[src/rtl/pipeline_hazard_controller_if.sv]
// Hazard-controller bus: pipeline status inputs and stall/flush controls.
// The pipeline side uses the master modport, the controller uses slave.
interface pipeline_hazard_controller_if #(
    parameter int RIDX_W = 3
);
    logic [RIDX_W-1:0] id_rs;
    logic [RIDX_W-1:0] id_rt;
    logic              id_uses_rs;
    logic              id_uses_rt;
    logic              ex_mem_read;
    logic [RIDX_W-1:0] ex_rd;
    logic              ex_mul_start;
    logic              ex_branch_taken;
    logic              mem_req;
    logic              mem_ready;

    logic              pc_freeze;
    logic              ifid_freeze;
    logic              ifid_flush;
    logic              idex_freeze;
    logic              idex_flush;
    logic              exmem_freeze;
    logic              mul_done;
    logic              mem_error;
    logic [15:0]       stall_count;

    modport master (
        output id_rs, id_rt, id_uses_rs, id_uses_rt, ex_mem_read, ex_rd,
               ex_mul_start, ex_branch_taken, mem_req, mem_ready,
        input  pc_freeze, ifid_freeze, ifid_flush, idex_freeze, idex_flush,
               exmem_freeze, mul_done, mem_error, stall_count
    );

    modport slave (
        input  id_rs, id_rt, id_uses_rs, id_uses_rt, ex_mem_read, ex_rd,
               ex_mul_start, ex_branch_taken, mem_req, mem_ready,
        output pc_freeze, ifid_freeze, ifid_flush, idex_freeze, idex_flush,
               exmem_freeze, mul_done, mem_error, stall_count
    );
endinterface

[src/rtl/pipeline_hazard_controller.sv]
// Central stall/flush sequencer for the 16-bit 5-stage pipeline.
// Handles memory wait states, multi-cycle multiply occupancy of EX,
// taken branches and load-use hazards, in that priority order, and keeps
// a saturating stall counter plus a sticky memory-timeout flag.
module pipeline_hazard_controller #(
    parameter int RIDX_W      = 3,
    parameter int MUL_CYCLES  = 4,
    parameter int MEM_TIMEOUT = 255
) (
    input  logic clk,
    input  logic rest,
    pipeline_hazard_controller_if.slave hz
);

    localparam int               MUL_CNT_W   = $clog2(MUL_CYCLES);
    localparam logic [MUL_CNT_W-1:0] MUL_LOAD = MUL_CNT_W'(MUL_CYCLES - 2);
    localparam logic [15:0]      TIMEOUT_VAL = 16'(MEM_TIMEOUT);

    typedef enum logic [0:0] {
        RUN      = 1'b0,
        MUL_BUSY = 1'b1
    } state_t;

    state_t                 state;
    state_t                 state_next;
    logic [MUL_CNT_W-1:0]   mul_cnt;
    logic [MUL_CNT_W-1:0]   mul_cnt_next;
    logic                   mul_freeze;
    logic                   mul_done_raw;
    logic [15:0]            mem_wait_cnt;
    logic [15:0]            mem_wait_inc;
    logic                   mem_error_q;
    logic [15:0]            stall_count_q;

    logic [RIDX_W-1:0]      rs_idx;
    logic [RIDX_W-1:0]      rt_idx;
    logic [RIDX_W-1:0]      rd_idx;
    logic                   mem_stall;
    logic                   load_use;

    logic                   pc_freeze_c;
    logic                   ifid_freeze_c;
    logic                   ifid_flush_c;
    logic                   idex_freeze_c;
    logic                   idex_flush_c;
    logic                   exmem_freeze_c;

    assign rs_idx    = hz.id_rs;
    assign rt_idx    = hz.id_rt;
    assign rd_idx    = hz.ex_rd;
    assign mem_stall = hz.mem_req & ~hz.mem_ready;
    assign load_use  = hz.ex_mem_read &
                       ((hz.id_uses_rs & (rs_idx == rd_idx)) |
                        (hz.id_uses_rt & (rt_idx == rd_idx)));

    // Multiply sequencing: the countdown runs regardless of memory stalls,
    // only the final done cycle waits for the memory stall to clear.
    always_comb begin
        state_next   = state;
        mul_cnt_next = mul_cnt;
        mul_freeze   = 1'b0;
        mul_done_raw = 1'b0;
        case (state)
            RUN: begin
                if (hz.ex_mul_start) begin
                    mul_freeze   = 1'b1;
                    mul_cnt_next = MUL_LOAD;
                    state_next   = MUL_BUSY;
                end
            end
            MUL_BUSY: begin
                if (mul_cnt != '0) begin
                    mul_freeze   = 1'b1;
                    mul_cnt_next = mul_cnt - 1'b1;
                end else if (!mem_stall) begin
                    mul_done_raw = 1'b1;
                    state_next   = RUN;
                end
            end
            default: begin
                state_next = RUN;
            end
        endcase
    end

    // Prioritised freeze/flush selection; reset forces both flushes.
    always_comb begin
        pc_freeze_c    = 1'b0;
        ifid_freeze_c  = 1'b0;
        ifid_flush_c   = 1'b0;
        idex_freeze_c  = 1'b0;
        idex_flush_c   = 1'b0;
        exmem_freeze_c = 1'b0;
        if (!rest) begin
            ifid_flush_c = 1'b1;
            idex_flush_c = 1'b1;
        end else if (mem_stall || mul_freeze) begin
            pc_freeze_c    = 1'b1;
            ifid_freeze_c  = 1'b1;
            idex_freeze_c  = 1'b1;
            exmem_freeze_c = 1'b1;
        end else if (hz.ex_branch_taken) begin
            ifid_flush_c = 1'b1;
            idex_flush_c = 1'b1;
        end else if (load_use) begin
            pc_freeze_c   = 1'b1;
            ifid_freeze_c = 1'b1;
            idex_flush_c  = 1'b1;
        end
    end

    assign hz.pc_freeze    = pc_freeze_c;
    assign hz.ifid_freeze  = ifid_freeze_c;
    assign hz.ifid_flush   = ifid_flush_c;
    assign hz.idex_freeze  = idex_freeze_c;
    assign hz.idex_flush   = idex_flush_c;
    assign hz.exmem_freeze = exmem_freeze_c;
    assign hz.mul_done     = mul_done_raw & rest;
    assign hz.mem_error    = mem_error_q;
    assign hz.stall_count  = stall_count_q;

    // Multiply FSM state and countdown register.
    always_ff @(posedge clk or negedge rest) begin
        if (!rest) begin
            state   <= RUN;
            mul_cnt <= '0;
        end else begin
            state   <= state_next;
            mul_cnt <= mul_cnt_next;
        end
    end

    assign mem_wait_inc = (mem_wait_cnt == 16'hFFFF) ? mem_wait_cnt : mem_wait_cnt + 16'd1;

    // Consecutive memory-wait counter and sticky timeout flag.
    always_ff @(posedge clk or negedge rest) begin
        if (!rest) begin
            mem_wait_cnt <= '0;
            mem_error_q  <= 1'b0;
        end else if (mem_stall) begin
            mem_wait_cnt <= mem_wait_inc;
            if (mem_wait_inc == TIMEOUT_VAL) begin
                mem_error_q <= 1'b1;
            end
        end else begin
            mem_wait_cnt <= '0;
        end
    end

    // Saturating count of cycles in which the PC was held.
    always_ff @(posedge clk or negedge rest) begin
        if (!rest) begin
            stall_count_q <= '0;
        end else if (pc_freeze_c && (stall_count_q != 16'hFFFF)) begin
            stall_count_q <= stall_count_q + 16'd1;
        end
    end

endmodule

[src/flat_wrapper.sv]
// flat-port wrapper written by rule: the top's interface ports become plain ports
module pipeline_hazard_controller_flat 
#(
    parameter int RIDX_W      = 3,
    parameter int MUL_CYCLES  = 4,
    parameter int MEM_TIMEOUT = 255
)
  (clk, rest, hz_id_rs, hz_id_rt, hz_id_uses_rs, hz_id_uses_rt, hz_ex_mem_read, hz_ex_rd, hz_ex_mul_start, hz_ex_branch_taken, hz_mem_req, hz_mem_ready, hz_pc_freeze, hz_ifid_freeze, hz_ifid_flush, hz_idex_freeze, hz_idex_flush, hz_exmem_freeze, hz_mul_done, hz_mem_error, hz_stall_count);
  pipeline_hazard_controller_if #(.RIDX_W(RIDX_W)) hz_i ();
  input  logic clk;
  input  logic rest;
  input wire logic [$bits(hz_i.id_rs)-1:0] hz_id_rs;
  input wire logic [$bits(hz_i.id_rt)-1:0] hz_id_rt;
  input wire logic [$bits(hz_i.id_uses_rs)-1:0] hz_id_uses_rs;
  input wire logic [$bits(hz_i.id_uses_rt)-1:0] hz_id_uses_rt;
  input wire logic [$bits(hz_i.ex_mem_read)-1:0] hz_ex_mem_read;
  input wire logic [$bits(hz_i.ex_rd)-1:0] hz_ex_rd;
  input wire logic [$bits(hz_i.ex_mul_start)-1:0] hz_ex_mul_start;
  input wire logic [$bits(hz_i.ex_branch_taken)-1:0] hz_ex_branch_taken;
  input wire logic [$bits(hz_i.mem_req)-1:0] hz_mem_req;
  input wire logic [$bits(hz_i.mem_ready)-1:0] hz_mem_ready;
  output wire logic [$bits(hz_i.pc_freeze)-1:0] hz_pc_freeze;
  output wire logic [$bits(hz_i.ifid_freeze)-1:0] hz_ifid_freeze;
  output wire logic [$bits(hz_i.ifid_flush)-1:0] hz_ifid_flush;
  output wire logic [$bits(hz_i.idex_freeze)-1:0] hz_idex_freeze;
  output wire logic [$bits(hz_i.idex_flush)-1:0] hz_idex_flush;
  output wire logic [$bits(hz_i.exmem_freeze)-1:0] hz_exmem_freeze;
  output wire logic [$bits(hz_i.mul_done)-1:0] hz_mul_done;
  output wire logic [$bits(hz_i.mem_error)-1:0] hz_mem_error;
  output wire logic [$bits(hz_i.stall_count)-1:0] hz_stall_count;
  assign hz_i.id_rs = hz_id_rs;
  assign hz_i.id_rt = hz_id_rt;
  assign hz_i.id_uses_rs = hz_id_uses_rs;
  assign hz_i.id_uses_rt = hz_id_uses_rt;
  assign hz_i.ex_mem_read = hz_ex_mem_read;
  assign hz_i.ex_rd = hz_ex_rd;
  assign hz_i.ex_mul_start = hz_ex_mul_start;
  assign hz_i.ex_branch_taken = hz_ex_branch_taken;
  assign hz_i.mem_req = hz_mem_req;
  assign hz_i.mem_ready = hz_mem_ready;
  assign hz_pc_freeze = hz_i.pc_freeze;
  assign hz_ifid_freeze = hz_i.ifid_freeze;
  assign hz_ifid_flush = hz_i.ifid_flush;
  assign hz_idex_freeze = hz_i.idex_freeze;
  assign hz_idex_flush = hz_i.idex_flush;
  assign hz_exmem_freeze = hz_i.exmem_freeze;
  assign hz_mul_done = hz_i.mul_done;
  assign hz_mem_error = hz_i.mem_error;
  assign hz_stall_count = hz_i.stall_count;
  pipeline_hazard_controller #(.RIDX_W(RIDX_W), .MUL_CYCLES(MUL_CYCLES), .MEM_TIMEOUT(MEM_TIMEOUT)) u_core (.clk(clk), .rest(rest), .hz(hz_i));
endmodule
[config.mk]
export PLATFORM = sky130hd
export DESIGN_NAME = pipeline_hazard_controller_flat
export DESIGN_NICKNAME = d
export VERILOG_FILES = /design/src/rtl/pipeline_hazard_controller_if.sv /design/src/rtl/pipeline_hazard_controller.sv /design/src/flat_wrapper.sv
export SDC_FILE = /design/constraint.sdc
export NUM_CORES = 1
export LEC_CHECK = 0
export CORE_MARGIN = 10
export CORE_UTILIZATION = 45
export CTS_CLUSTER_DIAMETER = 200
export CTS_CLUSTER_SIZE = 24
export DETAILED_ROUTE_END_ITERATION = 8
export MAX_ROUTING_LAYER = met4
export PLACE_DENSITY = 0.74
export SETUP_SLACK_MARGIN = 0.4
export SYNTH_ARGS = -nofsm -noshare
export SYNTH_HDL_FRONTEND = slang
export SYNTH_SLANG_ARGS = --single-unit
[constraint.sdc]
create_clock -name clk -period 2.21 [get_ports clk]
set_input_delay 0.442 -clock clk [delete_from_list [all_inputs] [get_ports clk]]
set_output_delay 0.442 -clock clk [all_outputs]
set_load 0.005 [all_outputs]
## Word-level counts from Yosys, hierarchy flattened

Index checks and enable logic that the tools add are counted.

| cells by class | value |
|---|---|
| bitwise logic cells | 8 |
| eq/ne operators | 7 |
| muxes and demuxes | 26 |
| reductions and logical operators | 5 |
| $add $sub $neg | 3 |

Operators by type and width:

| operator | number |
|---|---|
| adder 16 x 1 -> 16 bit, second input constant | 2 |
| two-way mux 16 bit | 2 |
| two-way mux 1 bit | 19 |
| == test 16 bit, second input constant | 1 |
| == test 16 x 8 -> 1 bit, second input constant | 1 |
| != test 16 bit, second input constant | 1 |
| == test 3 bit | 2 |
| AND 1 bit | 5 |
| two-way mux 2 bit | 2 |
| != test 2 bit, second input constant | 2 |
| one-hot mux 1 bit (2 select lines) | 2 |
| one-hot mux 2 bit (2 select lines) | 1 |
| AND reduction 2 bit | 2 |
| NOT 1 bit | 2 |
| nonzero test 2 bit | 1 |
| subtractor 2 x 1 -> 2 bit, second input constant | 1 |
| logical AND 1 bit | 1 |
| logical OR 1 bit | 1 |
| OR 1 bit | 1 |

| word-level totals | value |
|---|---|
| bits in registers | 36 |
| input port bits | 18 |

## Depth between registers and ports, before layout

Gate-level depths: netlist of the first run.

| logic depth | value |
|---|---|
| depth after elaboration | 9 |
| gate-level depth with buffers | 8 |
| depth with buffers taken out | 7 |

## Worst setup path after synthesis of the first run

Ideal clock, no wire load.

| path | value |
|---|---|
| path kind | register to register |
| from | reg u_core.mem_wait_cnt[0] |
| to | reg u_core.mem_error_q (netlist: u_core.hz.mem_error) |
| path buffers | 1 |
| arrival time | 2.055 ns |
| slack | 0.051 ns |
| required time | 2.106 ns |
| stages on the path, launching flop included | 9 |
| path through | dfrtp_1 > ha_1 > and3_1 > buf_4 > nand4_4 > a211o_1 > a2bb2oi_1 > or4_1 > o41ai_2 |

| on the way | value |
|---|---|
| longest elaborated chain between the ends | 4 |

Ends and longest elaborated chain:

| what | RTL line | source |
|---|---|---|
| start: declaration | pipeline_hazard_controller.sv:30 | `logic [15:0] mem_wait_cnt;` |
| start signal: assignment | pipeline_hazard_controller.sv:141 | `mem_wait_cnt <= mem_wait_inc;` |
| adder 16 x 1 -> 16 bit or == test 16 bit (tied branches) | pipeline_hazard_controller.sv:133 | `assign mem_wait_inc = (mem_wait_cnt == 16'hFFFF) ? mem_wait_cnt : mem_wait_cnt + 16'd1;` |
| two-way mux 16 bit * | pipeline_hazard_controller.sv:133 |  |
| == test 16 x 8 -> 1 bit * | pipeline_hazard_controller.sv:142 | `if (mem_wait_inc == TIMEOUT_VAL) begin` |
| AND reduction 2 bit (no source line) * | n/a |  |
| end signal: assignment | pipeline_hazard_controller.sv:139 | `mem_error_q <= 1'b0;` |
| end signal: assignment | pipeline_hazard_controller.sv:143 | `mem_error_q <= 1'b1;` |
| end: declaration | pipeline_hazard_controller.sv:32 | `logic mem_error_q;` |

Every way passes the cells marked *; elsewhere a longest branch is shown, timed or not.
A chain may end at the register's enable or synchronous reset.

## Worst setup path in the final report of the first run

| path | value |
|---|---|
| from | in hz_id_rs[2] |
| to | out hz_pc_freeze |

| on the way | value |
|---|---|
| longest elaborated chain between the ends | 8 |

Ends and longest elaborated chain:

| what | RTL line | source |
|---|---|---|
| start: declaration | flat_wrapper.sv:12 | `input wire logic [$bits(hz_i.id_rs)-1:0] hz_id_rs;` |
| == test 3 bit | pipeline_hazard_controller.sv:53 | `((hz.id_uses_rs & (rs_idx == rd_idx)) \|` |
| AND 1 bit | pipeline_hazard_controller.sv:53 |  |
| OR 1 bit | pipeline_hazard_controller.sv:53 |  |
| AND 1 bit | pipeline_hazard_controller.sv:52 | `assign load_use = hz.ex_mem_read &` |
| two-way mux 1 bit | pipeline_hazard_controller.sv:105 | `end else if (load_use) begin` |
| two-way mux 1 bit | pipeline_hazard_controller.sv:102 | `end else if (hz.ex_branch_taken) begin` |
| two-way mux 1 bit | pipeline_hazard_controller.sv:97 | `end else if (mem_stall \|\| mul_freeze) begin` |
| two-way mux 1 bit | pipeline_hazard_controller.sv:94 | `if (!rest) begin` |
| end: declaration | flat_wrapper.sv:22 | `output wire logic [$bits(hz_i.pc_freeze)-1:0] hz_pc_freeze;` |

Every way passes these cells.

==> flow_summary_export.csv, run 1 <==
group,metric,value,unit
sta,timing_hold_violations_final,0,
clock_network,root_buffer,"clkbuf_8",
hold_path,hold_path.class,"in -> async",
global_routing,grt_pass1_vias,1958,
yosys,synthesis.nets,233,
job,maxCapViolCount,0,
final_layout,fill_cells,302,
yosys,synth.avg_cell_area,9.64,sq um
drt,wl_per_cell,16.4,um
final_layout,stdcell_area,3070,sq um
yosys,synth_common_cells,"36 x dfrtp_1, 28 x nor2_1, 21 x nand2_1, 21 x xnor2_1, 15 x nand3_1",
final_layout,drive_above_1_share,35.4,%
sta,tightest_slew,0.391,ns
drt,detail_route.first_pass.iterations,4,
placed_design,place_area,2610,sq um
worst_setup_path,max_stage_delay,0.28,ns
floorplanning,fp.coreArea,4380,sq um
global_routing,antenna_found_initial,0,
yosys,synthArstFlopShare,100,%
global_routing,grt_pass1_wl,9070,um
sta,slew_viol_final,0,
final_layout,instances_no_fill,343,
final_layout,antennaDiodeCount,0,
placed_design,dp.cells,311,
outcome,status,"complete, no violations",
clock_network,clk_pin_slew,0.07,ns
yosys,yosysUniqueCellTypes,46,
final_layout,seqCellArea,902,sq um
clock_network,cts_tree,"built",
worst_setup_path,cpMaxStageDelayCell,"or2_4",
yosys,yosys.area.top_type,"dfrtp_1",
drt,wirelength,5630,um
global_routing,grt_overflow,0,
yosys,synth-seq-cells,36,
final_layout,area_growth_syn_to_layout,50.2,%
sta,setup_viol,0,
pwr,leakage,0.00131,uW
worst_setup_path,rrSetupSlack,0.21,ns
clock_network,cts_buffers,5,
worst_setup_path,worstPathCellList,"clkdlybuf4s15_1 -> xnor2_1 -> and4_1 -> o211a_1 -> or2_4 -> buf_6",
worst_setup_path,startpoint_type,"input pin",
sta,rsz0062_at_grt,"true",
placed_design,place.gp.congestion,0.884,
floorplanning,die_h,87.4,um
worst_setup_path,cp.required,1.77,ns
pwr,p_per_area,766,nW/um^2
drt,ant_nets,0,
global_routing,grt_use_total,15.0,%
drt,vias_per_cell,5.46,
placed_design,numPortBuffers,41,
drt,vias,1874,
yosys,seq_area_frac_synth,44.1,%
yosys,synth.most_common_cell,"dfrtp_1",
final_layout,multi_input_area,1260,sq um
clock_network,clock_sinks,36,
drt,first_iter_violations,121,
worst_setup_path,critical_path_class,"in -> out",
sta,period_share,90.6,%
floorplanning,start_util,46.6,%
yosys,synth-warning-count,0,
clock_network,htreeDepth,2,
sta,min_period,2.00,ns
floorplanning,rows,24,
clock_network,hold_buffers,0,
placed_design,detailed_place_hpwl,3620,um
worst_setup_path,cp-end-kind,"output pin",
yosys,synthFlopType,"dfrtp_1",
clock_network,worstSkewPairLatency,0.29,ns
drt,drcViolationCount,0,
sta,slew_headroom,73.8,%
worst_setup_path,worstPathMaxFanout,3,
pwr,ir_drop,0.577,mV
yosys,netlist_instances,212,
yosys,synth_area_leaders,"dfrtp_1 44%, xnor2_1 9.0%, nor2_1 5.1%, nand2_1 3.9%, nand3_1 3.7%",
floorplanning,die_w,87.4,um
pwr,total_power,2350,uW
yosys,yosys.area.top_type_share,44.1,%
sta,max_freq,500,MHz
floorplanning,die_area,7640,sq um
global_routing,grt_max_degree,25,
floorplanning,ios,42,
final_layout,nets,311,
worst_setup_path,worstPathArrival,1.56,ns
yosys,syn_area,2040,sq um
sta,fin_skew,0.00690,ns
sta,fin_setup_tns,0,ns
clock_network,clock_path_buffers,2,
yosys,synth_edf_count,0,
## layout by cell type, fill, tap and decap left out, types with 2 or more instances in the layout
| cell | count |
|---|---|
| dfrtp_1 | 35 |
| buf_4 | 29 |
| nor2_1 | 26 |
| nand2_1 | 20 |
| xnor2_1 | 20 |
| clkdlybuf4s50_1 | 18 |
| buf_6 | 13 |
| nand3_1 | 11 |
| buf_2 | 10 |
| xor2_1 | 8 |
| nand4_1 | 7 |
| mux2i_1 | 5 |
| clkbuf_8 | 5 |
| dlygate4sd2_1 | 5 |
| nand3_2 | 4 |
| nand2b_1 | 3 |
| inv_1 | 3 |
| a31oi_1 | 3 |
| nor2_4 | 3 |
| and4_1 | 3 |
| o21ai_0 | 3 |
| inv_2 | 2 |
| and3_4 | 2 |
| and4_4 | 2 |
| nor3_1 | 2 |
| nor2b_4 | 2 |
| o21ai_2 | 2 |
| o21a_4 | 2 |
| nor3_2 | 2 |
| or4_4 | 2 |
| mux2_4 | 2 |
| ha_4 | 2 |
| clkdlybuf4s15_1 | 2 |
## final cells by class
class / count / share of cell area [%]
clock inverter: 2 / 1.14
timing repair buffer: 80 / 23.4
clock buffer: 6 / 2.36
tap: 52 / 2.12
sequential: 36 / 29.4
multi-input combinational: 162 / 41.0
inverter: 5 / 0.611
## stage by stage
step	hold WS [ns]	setup WS [ns]	util, %
4_1_cts	0.174	0.195	66.6
6_report	0.197	0.208	70.0
5_1_grt	0.200	0.123	70.0
3_3_place_gp	0.446	-0.391	59.4
3_5_place_dp	0.457	-0.424	59.4
2_1_floorplan	0.146	0.222	-
## worst paths after layout
kind,endpoint,from,depth (start not counted)
min reg2reg,u_core.hz.mem_error,u_core.hz.mem_error,2
min in group clk,u_core.hz.mem_error,u_core.hz.mem_error,2
max reg2reg,u_core.hz.mem_error,u_core.mem_wait_cnt[0],7
max,hz_pc_freeze,hz_id_rs[2],6
max in group asynchronous,u_core.mem_wait_cnt[5],rest,2
min,u_core.mem_wait_cnt[9],rest,2
## what timing repair did
action,in CTS,in global routing
gates resized for setup,92,26
pin swaps,17,12
buffers inserted,18,5
setup endpoints to repair,26,28
gates cloned,1,0
## where the power goes
group	total (uW)	leakage (uW)	switching [uW]	internal (uW)
Clock	582	0.0000552	247	335
Combinational	937	0.000780	357	579
Sequential	833	0.000475	87.8	745
## worst max-delay path: cells and delay by family
kind	cells	cell delay [ns]
xor+xnor	1	0.12
simple gates	2	0.47
compound gates	1	0.24
buf+inv	2	0.30
## logic make-up (layout without fill, tap and decap cells)
kind of cell	Yosys count	after routing	synth area share (%)
buffers and inverters	14	93	3.73
multiplexers	7	7	3.55
adder cells (fa/ha/maj)	3	3	1.84
flip-flops	36	36	44.1
AND/OR/NAND/NOR	102	102	26.8
XOR/XNOR	29	29	12.4
AO/OA/AOI/OAI	21	21	7.59
## layer usage
metal / GRT usage [%] / wire length, um / vias up
met2: 23.5 / 2710 / 53
met3: 5.81 / 320 / 8
met1: 17.8 / 2540 / 924
met4: 3.04 / 59 / 0
met5: - / 0 / -
li1: - / - / 889
## sequential cells by signal, summed over array words and instances, names as in the netlist
signal,count
u_core.hz.mem_error,1
u_core.hz.stall_count,16
u_core.mul_cnt,2
u_core.state,1
u_core.mem_wait_cnt,16
Note: power is estimated with default switching activity, not from simulation.
==> run 2: changes to the inputs <==
--- a/config.mk
+++ b/config.mk
@@ -12,7 +12,7 @@
 export DETAILED_ROUTE_END_ITERATION = 8
 export MAX_ROUTING_LAYER = met4
 export PLACE_DENSITY = 0.74
-export SETUP_SLACK_MARGIN = 0.4
+export SETUP_SLACK_MARGIN = 0.15
 export SYNTH_ARGS = -nofsm -noshare
 export SYNTH_HDL_FRONTEND = slang
 export SYNTH_SLANG_ARGS = --single-unit
==> constraint.sdc (replaced) <==
create_clock -name clk -period 2.21 [get_ports clk]
set_input_delay 0.3315 -clock clk [delete_from_list [all_inputs] [get_ports clk]]
set_output_delay 0.3315 -clock clk [all_outputs]
set_load 0.005 [all_outputs]
==> flow_summary_export.csv, run 2 (same netlist as run 1, synthesis figures left out) <==
group,metric,value,unit
final_layout,fill_cells,381,
global_routing,grt_max_degree,34,
worst_setup_path,worstPathCellList,"ha_4 -> and3_4 -> nand4_4 -> a211o_1 -> a2bb2oi_1 -> or4_1 -> o41ai_2",
worst_setup_path,critical_path_class,"reg -> reg",
drt,first_iter_violations,135,
sta,setup_viol,0,
clock_network,root_buffer,"clkbuf_8",
floorplanning,die_h,87.4,um
placed_design,place.gp.congestion,0.852,
clock_network,cts_buffers,5,
global_routing,grt_pass1_wl,8800,um
final_layout,nets,299,
sta,rsz0062_at_grt,"true",
sta,slew_viol_final,0,
global_routing,grt_overflow,0,
drt,wirelength,5100,um
pwr,leakage,0.00118,uW
floorplanning,die_w,87.4,um
sta,timing_hold_violations_final,0,
job,maxCapViolCount,0,
clock_network,clock_sinks,36,
floorplanning,ios,42,
drt,ant_nets,0,
worst_setup_path,max_stage_delay,0.43,ns
sta,min_period,2.06,ns
final_layout,drive_above_1_share,20.1,%
sta,fin_skew,0.00837,ns
pwr,total_power,2060,uW
floorplanning,die_area,7640,sq um
floorplanning,start_util,46.6,%
clock_network,worstSkewPairLatency,0.29,ns
pwr,ir_drop,0.585,mV
clock_network,clk_pin_slew,0.08,ns
clock_network,htreeDepth,2,
global_routing,grt_pass1_vias,1870,
final_layout,antennaDiodeCount,0,
outcome,status,"complete, no violations",
floorplanning,fp.coreArea,4380,sq um
placed_design,detailed_place_hpwl,3880,um
final_layout,area_growth_syn_to_layout,37.6,%
worst_setup_path,cp.required,2.40,ns
worst_setup_path,cp-end-kind,"flop",
sta,max_freq,486,MHz
final_layout,utilization,64.2,%
final_layout,final_common_cell,"dfrtp_1",
sta,tightest_slew,0.418,ns
clock_network,clock_path_buffers,2,
sta,slew_headroom,71.7,%
worst_setup_path,startpoint_type,"flop",
global_routing,antenna_found_initial,0,
drt,wl_per_cell,15.4,um
drt,vias_per_cell,5.34,
global_routing,grt_use_total,14.5,%
final_layout,final_cell_mix,"35 x dfrtp_1, 31 x clkdlybuf4s50_1, 27 x nor2_1, 26 x buf_4",
sta,period_share,93.1,%
pwr,p_per_area,734,nW/um^2
worst_setup_path,worstPathMaxFanout,6,
floorplanning,rows,24,
worst_setup_path,worstPathArrival,2.25,ns
drt,drcViolationCount,0,
hold_path,hold_path.class,"in -> async",
drt,detail_route.first_pass.iterations,4,
clock_network,cts_tree,"built",
drt,vias,1766,
worst_setup_path,cpMaxStageDelayCell,"or4_1",
placed_design,numPortBuffers,41,
run 2: cell count changes in the layout (fill, tap and decap cells not counted), moves of 3 or more:
cell,previous run,this run
nor3_1,2,5
nand3_1,11,15
buf_4,29,26
buf_6,13,0
nand3_2,4,0
clkdlybuf4s50_1,18,31
buf_2,10,3
run 2: stage by stage:
stage               cell area [sq um]  cells  hold slack, ns  TNS (ns)  setup slack (ns)
global route                     2810    331           0.174         0            0.0563
global placement                 2640    318           0.161    -0.818            -0.223
detailed placement               2640    318           0.162    -0.996            -0.240
finish                           2810    331           0.140         0             0.152
floorplan                        2070    212          0.0359         0             0.222
CTS                              2770    330           0.153         0          0.000159
run 2: timing repair:
action	in CTS	in global routing
endpoints found under the hold margin	3	0
endpoints found under the setup margin	8	20
pin swaps	2	5
hold buffers	1	0
gates resized for setup	18	13
setup buffers	3	1
run 2: power breakdown:
group          switching (uW)  internal, uW  total [uW]
Sequential               97.5           746         844
Clock                     241           335         576
Combinational             261           383         644
Total                     599          1460        2060
run 2: critical path: cells and delay by family (launching register included):
kind	cells	cell delay [ns]
and+or+nand+nor	3	0.77
DFF	1	0.40
AOI/OAI and AO/OA	3	0.63
adders and majority gates	1	0.16
run 2: area by class of cell:
class	instances	area, sq um	area share [%]
inverter	5	18.8	0.667
clock buffer	6	72.6	2.58
timing repair buffer	68	592	21.0
sequential	36	902	32.1
multi-input combinational	162	1130	40.1
tap	52	65.1	2.31
clock inverter	2	35.0	1.25
run 2: routing by layer:
layer / vias up / track usage, % / share of wire [%]
met5: - / - / 0
met1: 847 / 18.4 / 47
met4: 0 / 2.61 / 0.27
met2: 49 / 21.8 / 46
li1: 868 / - / -
met3: 2 / 5.06 / 6.6
run 2: final timing paths:
| check | start | end | slack, ns | cells after the start |
|---|---|---|---|---|
| max | u_core.mem_wait_cnt[0] | u_core.hz.mem_error | 0.15 | 7 |
| min | rest | u_core.mem_wait_cnt[4] | 0.14 | 2 |
| max reg2reg | u_core.mem_wait_cnt[0] | u_core.hz.mem_error | 0.15 | 7 |
| min reg2reg | u_core.hz.mem_error | u_core.hz.mem_error | 0.46 | 2 |
| max in group asynchronous | rest | u_core.state | 1.59 | 2 |
| min in group clk | u_core.hz.mem_error | u_core.hz.mem_error | 0.46 | 2 |
==> run 3: changes to the inputs <==
--- a/config.mk
+++ b/config.mk
@@ -10,6 +10,8 @@
 export CTS_CLUSTER_DIAMETER = 200
 export CTS_CLUSTER_SIZE = 24
 export DETAILED_ROUTE_END_ITERATION = 8
+export GPL_ROUTABILITY_DRIVEN = 0
+export GPL_TIMING_DRIVEN = 0
 export MAX_ROUTING_LAYER = met4
 export PLACE_DENSITY = 0.74
 export SETUP_SLACK_MARGIN = 0.15
==> flow_summary_export.csv, run 3 (same netlist as run 1, synthesis figures left out) <==
group,metric,value,unit
floorplanning,die_h,87.4,um
sta,timing_hold_violations_final,15,
pwr,leakage,0.00118,uW
drt,wirelength,5290,um
floorplanning,rows,24,
sta,fin_skew,0.00857,ns
worst_setup_path,reg2reg_depth,8,
pwr,sw_frac_of_total,29.7,%
sta,slew_viol_final,0,
floorplanning,ios,42,
pwr,p_switching,605,uW
clock_network,clock_sinks,36,
clock_network,clk_pin_slew,0.08,ns
final_layout,antennaDiodeCount,0,
placed_design,place_ws,-0.428,ns
global_routing,grt_pass1_vias,1839,
drt,drcViolationCount,0,
pwr,ir_drop,0.642,mV
global_routing,grt_overflow,0,
floorplanning,die_area,7640,sq um
drt,ant_nets,0,
clock_network,clock_path_buffers,2,
global_routing,grt_use_total,14.3,%
sta,period_share,95.8,%
hold_path,hold_path.class,"in -> async",
placed_design,numPortBuffers,41,
job,maxCapViolCount,0,
pwr,comb_power_share,30.1,%
final_layout,final_common_cell,"dfrtp_1",
final_layout,final_cell_mix,"33 x dfrtp_1, 29 x clkdlybuf4s50_1, 27 x nor2_1, 24 x buf_4",
final_layout,drive_above_1_share,21.9,%
sta,min_period,2.12,ns
worst_setup_path,cp-end-kind,"output pin",
outcome,status,"complete, but fails checks",
floorplanning,die_w,87.4,um
pwr,clock_power_share,28.8,%
sta,fin_setup_tns,0,ns
final_layout,stdcell_area,2820,sq um
final_layout,area_growth_syn_to_layout,38.0,%
global_routing,antenna_found_initial,0,
final_layout,nets,299,
worst_setup_path,startpoint_type,"input pin",
drt,first_iter_violations,126,
final_layout,instances_no_fill,331,
sta,rsz0062_at_grt,"true",
pwr,p_per_area,724,nW/um^2
outcome,violations,"negative hold slack",
clock_network,worstSkewPairLatency,0.30,ns
worst_setup_path,worstPathMaxFanout,3,
worst_setup_path,worstPathArrival,1.79,ns
sta,setup_viol,0,
global_routing,grt_max_degree,40,
clock_network,cts_tree,"built",
drt,detail_route.first_pass.iterations,4,
clock_network,htreeDepth,2,
sta,hold_ws,-0.00868,ns
worst_setup_path,cp.required,1.88,ns
drt,vias,1765,
sta,layout_setup_ws,0.0927,ns
drt,vias_per_cell,5.33,
worst_setup_path,critical_path_class,"in -> out",
sta,max_freq,472,MHz
placed_design,place_area,2540,sq um
drt,wl_per_cell,16.0,um
sta,tightest_slew,0.507,ns
global_routing,grt_pass1_wl,8650,um
floorplanning,fp.coreArea,4380,sq um
clock_network,root_buffer,"clkbuf_8",
placed_design,dp.cells,305,
pwr,p_int,1440,uW
placed_design,detailed_place_hpwl,3530,um
pwr,seq_power_share,41.1,%
clock_network,cts_buffers,5,
sta,slew_headroom,66.2,%
floorplanning,start_util,46.6,%
run 3: cell types whose count changed in the layout (fill, tap and decap cells not counted), sizes merged:
cell | before | now
clkinvlp | 0 | 1
dlygate4sd3 | 1 | 0
clkdlybuf4s50 | 31 | 29
buf | 29 | 27
clkbuf | 7 | 10
dlygate4sd2 | 5 | 6
run 3: worst paths after layout:
| kind | start | end | slack (ns) |
|---|---|---|---|
| max reg2reg | u_core.mem_wait_cnt[0] | u_core.hz.mem_error | 0.14 |
| max in group asynchronous | rest | u_core.hz.stall_count[6] | 1.84 |
| max | hz_id_rt[0] | hz_pc_freeze | 0.09 |
| min reg2reg | u_core.hz.mem_error | u_core.hz.mem_error | 0.46 |
| min | rest | u_core.hz.stall_count[4] | -0.009 |
| min in group clk | u_core.hz.mem_error | u_core.hz.mem_error | 0.46 |
run 3: final cells by class:
| type | count | area (sq um) |
|---|---|---|
| flip-flops and latches | 36 | 905 |
| multi-input cells | 162 | 1130 |
| clock inverters | 3 | 42.5 |
| well taps | 52 | 65.1 |
| inverters | 5 | 18.8 |
| plain buffers | 9 | 73.8 |
| clock buffers | 5 | 68.8 |
| repair buffers | 59 | 520 |
| fillers | 351 | 1560 |
run 3: power by group through the flow:
| stage | Combinational [uW] | Clock (uW) | Sequential [uW] |
|---|---|---|---|
| 2_1_floorplan | 247 | 0 | 836 |
| 3_3_place_gp | 517 | 0 | 844 |
| 3_5_place_dp | 526 | 0 | 846 |
| 4_1_cts | 559 | 597 | 839 |
| 5_1_grt | 684 | 632 | 853 |
| 6_report | 614 | 588 | 840 |
run 3: critical path, stage by stage:
cell             delay [ns]
clkdlybuf4s50_1        0.41
xnor2_1                0.12
and4_1                 0.19
o211a_1                0.22
or2_4                  0.25
buf_4                  0.13
buf_4                  0.12
run 3: routing by layer:
metal	part of all wire [%]	vias to the layer above	track usage [%]
met5	0	-	-
met4	0.66	0	3.48
met3	7.0	4	6.09
met2	45	54	19.8
met1	47	839	18.8
li1	-	868	-
run 3: through the flow:
| stage | total power (uW) | utilization [%] |
|---|---|---|
| 5_1_grt | 2170 | 64.4 |
| 4_1_cts | 2000 | 62.3 |
| 2_1_floorplan | 1080 | - |
| 3_3_place_gp | 1360 | 58.0 |
| 3_5_place_dp | 1370 | 57.8 |
| 6_report | 2040 | 64.4 |
run 3: what timing repair did:
item / 4_1_cts / 5_1_grt
pin swaps: 6 / 4
buffers inserted: 8 / 10
gates resized for setup: 30 / 12
hold buffers: 0 / 0
endpoints found under the setup margin: 13 / 12
